--- src/rtl/hazard_scoreboard_pkg.sv ---
`default_nettype none
// +----------------------------------------------------------------------+
// | hazard_pkg : opcode and stall-cause encodings for hazard_scoreboard   |
// | Revision   : 1.0                                                      |
// +----------------------------------------------------------------------+
package hazard_pkg;

  localparam logic [6:0] OP_LOAD   = 7'b0000011;
  localparam logic [6:0] OP_STORE  = 7'b0100011;
  localparam logic [6:0] OP_BRANCH = 7'b1100011;
  localparam logic [6:0] OP_JALR   = 7'b1100111;
  localparam logic [6:0] OP_JAL    = 7'b1101111;
  localparam logic [6:0] OP_LUI    = 7'b0110111;
  localparam logic [6:0] OP_AUIPC  = 7'b0010111;
  localparam logic [6:0] OP_OP     = 7'b0110011;

  typedef enum logic [1:0] {
    CAUSE_NONE   = 2'd0,
    CAUSE_DATA   = 2'd1,
    CAUSE_BRANCH = 2'd2,
    CAUSE_WAW    = 2'd3
  } stall_cause_e;

  function automatic int max_int(input int a, input int b);
    return (a > b) ? a : b;
  endfunction

endpackage
`default_nettype wire

--- src/rtl/hazard_scoreboard_sb_counter.sv ---
`default_nettype none
// +----------------------------------------------------------------------+
// | sb_counter : saturating down-counter with parallel load              |
// | Revision   : 1.0                                                      |
// +----------------------------------------------------------------------+
module sb_counter #(
  parameter int CNT_W = 2
) (
  input  logic             clk,
  input  logic             rst,
  input  logic             load,
  input  logic [CNT_W-1:0] load_val,
  output logic [CNT_W-1:0] cnt
);

  logic [CNT_W-1:0] cnt_d;
  logic [CNT_W-1:0] cnt_q;

  // A load wins over the decrement on the same edge.
  always_comb begin
    cnt_d = cnt_q;
    if (load) begin
      cnt_d = load_val;
    end else if (cnt_q != '0) begin
      cnt_d = cnt_q - CNT_W'(1);
    end
  end

  always_ff @(posedge clk) begin
    if (rst) begin
      cnt_q <= '0;
    end else begin
      cnt_q <= cnt_d;
    end
  end

  assign cnt = cnt_q;

endmodule
`default_nettype wire

--- src/rtl/hazard_scoreboard.sv ---
`default_nettype none
// +----------------------------------------------------------------------+
// | hazard_scoreboard : per-register countdown scoreboard driving ID stall|
// | Optional macro HAZARD_PERF_EN adds stall performance counters.       |
// | Revision   : 1.0                                                      |
// +----------------------------------------------------------------------+
module hazard_scoreboard
  import hazard_pkg::*;
#(
  parameter int NUM_REGS = 32,
  parameter int REG_W    = 5,
  parameter int ALU_LAT  = 2,
  parameter int LOAD_LAT = 3,
  parameter int FWD_EX   = 2,
  parameter int FWD_MEM  = 3,
  parameter int FWD_ID   = 1
) (
  input  logic             clk,
  input  logic             rst,
  input  logic             id_valid,
  input  logic [6:0]       id_opcode,
  input  logic [REG_W-1:0] id_rs1,
  input  logic [REG_W-1:0] id_rs2,
  input  logic [REG_W-1:0] id_rd,
  input  logic             id_reg_write,
  input  logic             id_mem_read,
  input  logic             flush,
  output logic             stall,
  output logic [1:0]       stall_cause,
  output logic             issue
`ifdef HAZARD_PERF_EN
  ,
  output logic [31:0]      perf_stall_cycles,
  output logic [31:0]      perf_branch_stalls
`endif
);

  localparam int MAX_LAT = max_int(ALU_LAT, LOAD_LAT);
  localparam int CNT_W   = $clog2(MAX_LAT + 1);

  logic [CNT_W-1:0] cnt [NUM_REGS];
  logic [CNT_W-1:0] new_lat;
  logic [CNT_W-1:0] cnt_rs1;
  logic [CNT_W-1:0] cnt_rs2;
  logic [CNT_W-1:0] cnt_rd;
  logic             rs1_used;
  logic             rs2_used;
  logic             is_branch;
  logic             is_store;
  logic             use_viol;
  logic             waw_viol;
  logic             live;
  stall_cause_e     cause;

  assign cnt[0] = '0;

  generate
    for (genvar i = 1; i < NUM_REGS; i++) begin : g_cnt
      localparam logic [REG_W-1:0] IDX = REG_W'(i);
      sb_counter #(
        .CNT_W (CNT_W)
      ) u_cnt (
        .clk      (clk),
        .rst      (rst),
        .load     (issue && id_reg_write && (id_rd == IDX)),
        .load_val (new_lat),
        .cnt      (cnt[i])
      );
    end
  endgenerate

  always_comb begin
    cnt_rs1   = cnt[id_rs1];
    cnt_rs2   = cnt[id_rs2];
    cnt_rd    = cnt[id_rd];
    new_lat   = id_mem_read ? CNT_W'(LOAD_LAT) : CNT_W'(ALU_LAT);
    rs1_used  = !((id_opcode == OP_LUI) || (id_opcode == OP_AUIPC) || (id_opcode == OP_JAL));
    rs2_used  = (id_opcode == OP_STORE) || (id_opcode == OP_BRANCH) || (id_opcode == OP_OP);
    is_branch = (id_opcode == OP_BRANCH) || (id_opcode == OP_JALR);
    is_store  = (id_opcode == OP_STORE);
    use_viol  = 1'b0;
    // Branch sources resolve in ID, store data is only needed in MEM.
    if (rs1_used && (32'(cnt_rs1) > (is_branch ? FWD_ID : FWD_EX))) begin
      use_viol = 1'b1;
    end
    if (rs2_used && (32'(cnt_rs2) > (is_branch ? FWD_ID : (is_store ? FWD_MEM : FWD_EX)))) begin
      use_viol = 1'b1;
    end
    waw_viol = id_reg_write && (id_rd != '0) && (cnt_rd > new_lat);
    live     = id_valid && !flush && !rst;
    stall    = live && (use_viol || waw_viol);
    issue    = live && !stall;
    cause    = CAUSE_NONE;
    if (stall) begin
      if (use_viol && is_branch) begin
        cause = CAUSE_BRANCH;
      end else if (use_viol) begin
        cause = CAUSE_DATA;
      end else begin
        cause = CAUSE_WAW;
      end
    end
  end

  assign stall_cause = cause;

`ifdef HAZARD_PERF_EN
  logic [31:0] perf_stall_cycles_d;
  logic [31:0] perf_stall_cycles_q;
  logic [31:0] perf_branch_stalls_d;
  logic [31:0] perf_branch_stalls_q;

  always_comb begin
    perf_stall_cycles_d  = perf_stall_cycles_q + 32'(stall);
    perf_branch_stalls_d = perf_branch_stalls_q + 32'(cause == CAUSE_BRANCH);
  end

  always_ff @(posedge clk) begin
    if (rst) begin
      perf_stall_cycles_q  <= '0;
      perf_branch_stalls_q <= '0;
    end else begin
      perf_stall_cycles_q  <= perf_stall_cycles_d;
      perf_branch_stalls_q <= perf_branch_stalls_d;
    end
  end

  assign perf_stall_cycles  = perf_stall_cycles_q;
  assign perf_branch_stalls = perf_branch_stalls_q;
`endif

endmodule
`default_nettype wire
--- config.mk ---
export PLATFORM = sky130hd
export DESIGN_NAME = hazard_scoreboard
export DESIGN_NICKNAME = d
export VERILOG_FILES = /design/src/rtl/hazard_scoreboard_pkg.sv /design/src/rtl/hazard_scoreboard_sb_counter.sv /design/src/rtl/hazard_scoreboard.sv
export SDC_FILE = /design/constraint.sdc
export NUM_CORES = 1
export LEC_CHECK = 0
export BUFFER_PORTS_ARGS = -buffer_cell sky130_fd_sc_hd__buf_2
export CAP_MARGIN = 0
export CORE_ASPECT_RATIO = 0.8
export CORE_UTILIZATION = 40
export DETAILED_ROUTE_END_ITERATION = 6
export GPL_TIMING_DRIVEN = 0
export PLACE_DENSITY = 0.6
export RECOVER_POWER = 50
export SETUP_SLACK_MARGIN = 0.02
export SLEW_MARGIN = 40
export SYNTH_ARGS = -nofsm -noshare
export SYNTH_HDL_FRONTEND = slang
export SYNTH_HIERARCHICAL = 1
export SYNTH_SLANG_ARGS = --single-unit
--- constraint.sdc ---
create_clock -name clk -period 4 [get_ports clk]
set_input_delay 0 -clock clk [delete_from_list [all_inputs] [get_ports clk]]
set_output_delay 0 -clock clk [all_outputs]
set_load 0.02 [all_outputs]
==> run metrics <==
number of hold buffers added after cts=0; CTS Buf Count=9; DRT Pass-1 Iters=7; H-tree levels=3; max reg flops=between 60 and 70; root buffer cell=clkbuf_16; post-synth cell types=45; IO buf count=25; gpl congestion=between 0.9 and 1; CTS tree=built; number of synthesized flops with an enable pin=0; Die Span Y=between 100 and 150 microns; Setup CP Type=reg -> out; crit start category=flip-flop; HP Start=rst; worst slew pin tran=~0.7 ns; grt ovf=0; Worst EP required=approximately 4 ns; core area=around 14000 sq um; Critical Path Source=g_cnt[14].u_cnt/cnt[1]$_SDFFE_PP0P_; antenna diode count=0; clk buf depth=2; Ys Warns=6; Crit. End Element=primary output; DRT antenna net count=0; routed wire length=17.78 mm; reg-to-reg startpoint=g_cnt[14].u_cnt/cnt[1]$_SDFFE_PP0P_; failing checks=design-rule violations; Iteration-0 DRC Markers=548; share of layout cells above drive strength 1=25.22%; dpl hpwl=approximately 13 mm; # nets final=729; Worst-path clk slew=0.06 ns; Hold Vio Cnt, Final=0; Async SR Flop Fraction=0%; Worst-Skew Late Latency=roughly 0.35 ns; cell area after synthesis=around 6000 sq um; Max Slew Vio Count=0; Setup Skew=a little over 0.009 ns; CTS sink count=62; Worst Path Arrival=3.93 ns; Power Dens Cells=approximately 590 nW/um^2; kind of path behind the tightest hold check=in -> reg; # setup viols final=0; residual DRC count=10; DR WL/cell=around 21 microns; leakage=2.778 nW; largest net degree at the start of global routing=81; filler instances=1326; r2r setup slk=around 0.11 ns; vias per inst=between 6 and 7; Post-CTS Setup Inserts=0; RSZ-0062 raised after global routing=yes; pre-CTS WS=-0.9030 ns; FF+latch count, synth=between 60 and 70; Seq/Total Area, Yosys=around a fifth; die area=~15000 sq um; Synth Flop Type=dfxtp_1; first-pass GRT wire length=between 20 and 30 mm; IR drop worst, VDD=about 0.27 mV; Total Power=4.046 mW; fin worst setup slack=approximately 0.068 ns; antenna violations before repair=0; Achievable Freq=~0.25 GHz; Starting Density=between 40% and 50%; critical path fanouts, max=10; Ports=32; synthesized instance count=598; fin crit share=just under 100%; Slew Limit Headroom=52.75%; standard-cell rows=39; vias in the first global route=5027; post-synthesis average cell area=9.993 sq um; Area Overhead vs Synth=15.26%; crit path time final=3.932 ns; status=finished, violations left; die width=around 140 microns; max_cap viols=0; DR vias=roughly 5200; all-layer global routing usage=23.64%
## where the power goes
part           switching [mW]  internal, mW
logic                   0.956          1.07
clock network           0.309         0.483
registers               0.357         0.866
## placed cells by master, fill, tap and decap left out, types with 3 or more instances in the layout
master and instances:
inv_1 65, nand3b_1 64, dfxtp_1 62, mux4_2 50, nor2b_1 38, ha_1 36, buf_2 33, and2b_1 31
conb_1 31, o41ai_2 31, xor2_1 31, o31ai_1 31, nand2_1 27, nor3_1 20, nand3_1 14, mux2_2 9
clkbuf_16 9, nor3_2 8, nor2_1 7, mux2i_1 6, clkbuf_2 5, and2_1 5, and3_1 5, o21ai_0 4
clkinv_4 4, buf_6 3, nand4_1 3
## what timing repair did
| action | 4_1_cts | 5_1_grt |
|---|---|---|
| resized for setup | 9 | 15 |
| pin swaps | 0 | 0 |
| endpoints found under the setup margin | 59 | 54 |
| cloned | 0 | 0 |
## layer usage
layer / GRT usage [%] / wire [microns] / up-vias
li1: - / - / 2365
met1: 32.91 / 8227 / 2578
met2: 36.82 / 7891 / 189
met3: 4.968 / 1427 / 22
met4: 7.111 / 232 / 0
met5: 0 / 0 / -
## worst max-delay path: stages (launching register included)
cell	delay [ns]
dfxtp_1	0.37
mux4_2	0.48
mux4_2	0.52
mux2_2	0.31
ha_1	0.30
a221o_1	0.36
o32ai_2	0.52
clkbuf_4	0.37
nand3_1	0.10
nand2_1	0.10
buf_2	0.16
## synth_stat cells (2+ instances only)
cell      count  area [sq um]
a21oi_1       2         10.01
a22o_1        2         17.52
a31oi_1       2         12.51
and2_1        5         31.28
and2b_1      31         232.7
and3_1        5         31.28
buf_1         4         15.01
buf_2         8         40.04
buf_6         2         22.52
clkbuf_1      9         33.78
dfxtp_1      62          1241
ha_1         36         450.4
inv_1        65         244.0
mux2_2        9         101.4
mux2i_1       6         60.06
mux4_2       50          1126
nand2_1      27         101.4
nand3_1      14         70.07
nand3b_1     64         480.5
nand4_1       3         18.77
nand4b_1      2         17.52
nor2_1        7         26.28
nor2b_1      38         237.7
nor3_1       28         140.1
nor3b_1       2         15.01
nor4b_1       2         17.52
o21ai_0       4         20.02
o31ai_1      31         232.7
o41ai_2      31         504.2
or3b_2        2         17.52
xor2_1       31         271.5
## through the flow
stage	cells	hold WS (ns)	cell area, sq um	setup TNS, ns	utilization, %
floorplan	628	0.1019	6088	0	-
global placement	837	0.4651	6444	-38.47	44.61
detailed placement	838	0.4191	6489	-42.37	44.92
CTS	854	0.1192	6819	0	47.21
global route	854	0.1597	6888	-0.3240	47.69
finish	854	0.1233	6888	0	47.69
## cells by family (layout without fill, tap and decap cells)
logic type               Yosys count  in the layout  share of synthesized area (%)
AO/OA/AOI/OAI                     82             82                          14.95
XOR/XNOR                          31             31                          4.544
other                              1             31                        0.06275
adder cells (fa/ha/maj)           36             36                          7.538
multiplexers                      65             65                          21.55
buffers and inverters             89            131                          6.072
flip-flops                        62             62                          20.77
AND/OR/NAND/NOR                  232            232                          24.52
## worst paths after layout
path | to | depth (start not counted)
setup / recovery | stall_cause[1] | 10
hold / removal | g_cnt[10].u_cnt/cnt[0]$_SDFFE_PP0P_ | 2
setup reg to reg | g_cnt[12].u_cnt/cnt[1]$_SDFFE_PP0P_ | 9
hold reg to reg | g_cnt[23].u_cnt/cnt[0]$_SDFFE_PP0P_ | 2
## area by class of cell
type / count / area [sq um] / share of cell area, %
timing repair buffer: 27 / 186.4 / 2.707
sequential: 62 / 1241 / 18.02
multi-input combinational: 477 / 4556 / 66.14
buffer: 23 / 130.1 / 1.889
clock buffer: 9 / 225.2 / 3.270
inverter: 65 / 244.0 / 3.542
clock inverter: 7 / 75.07 / 1.090
tap: 184 / 230.2 / 3.342
Power figures use the tool's default switching activity.
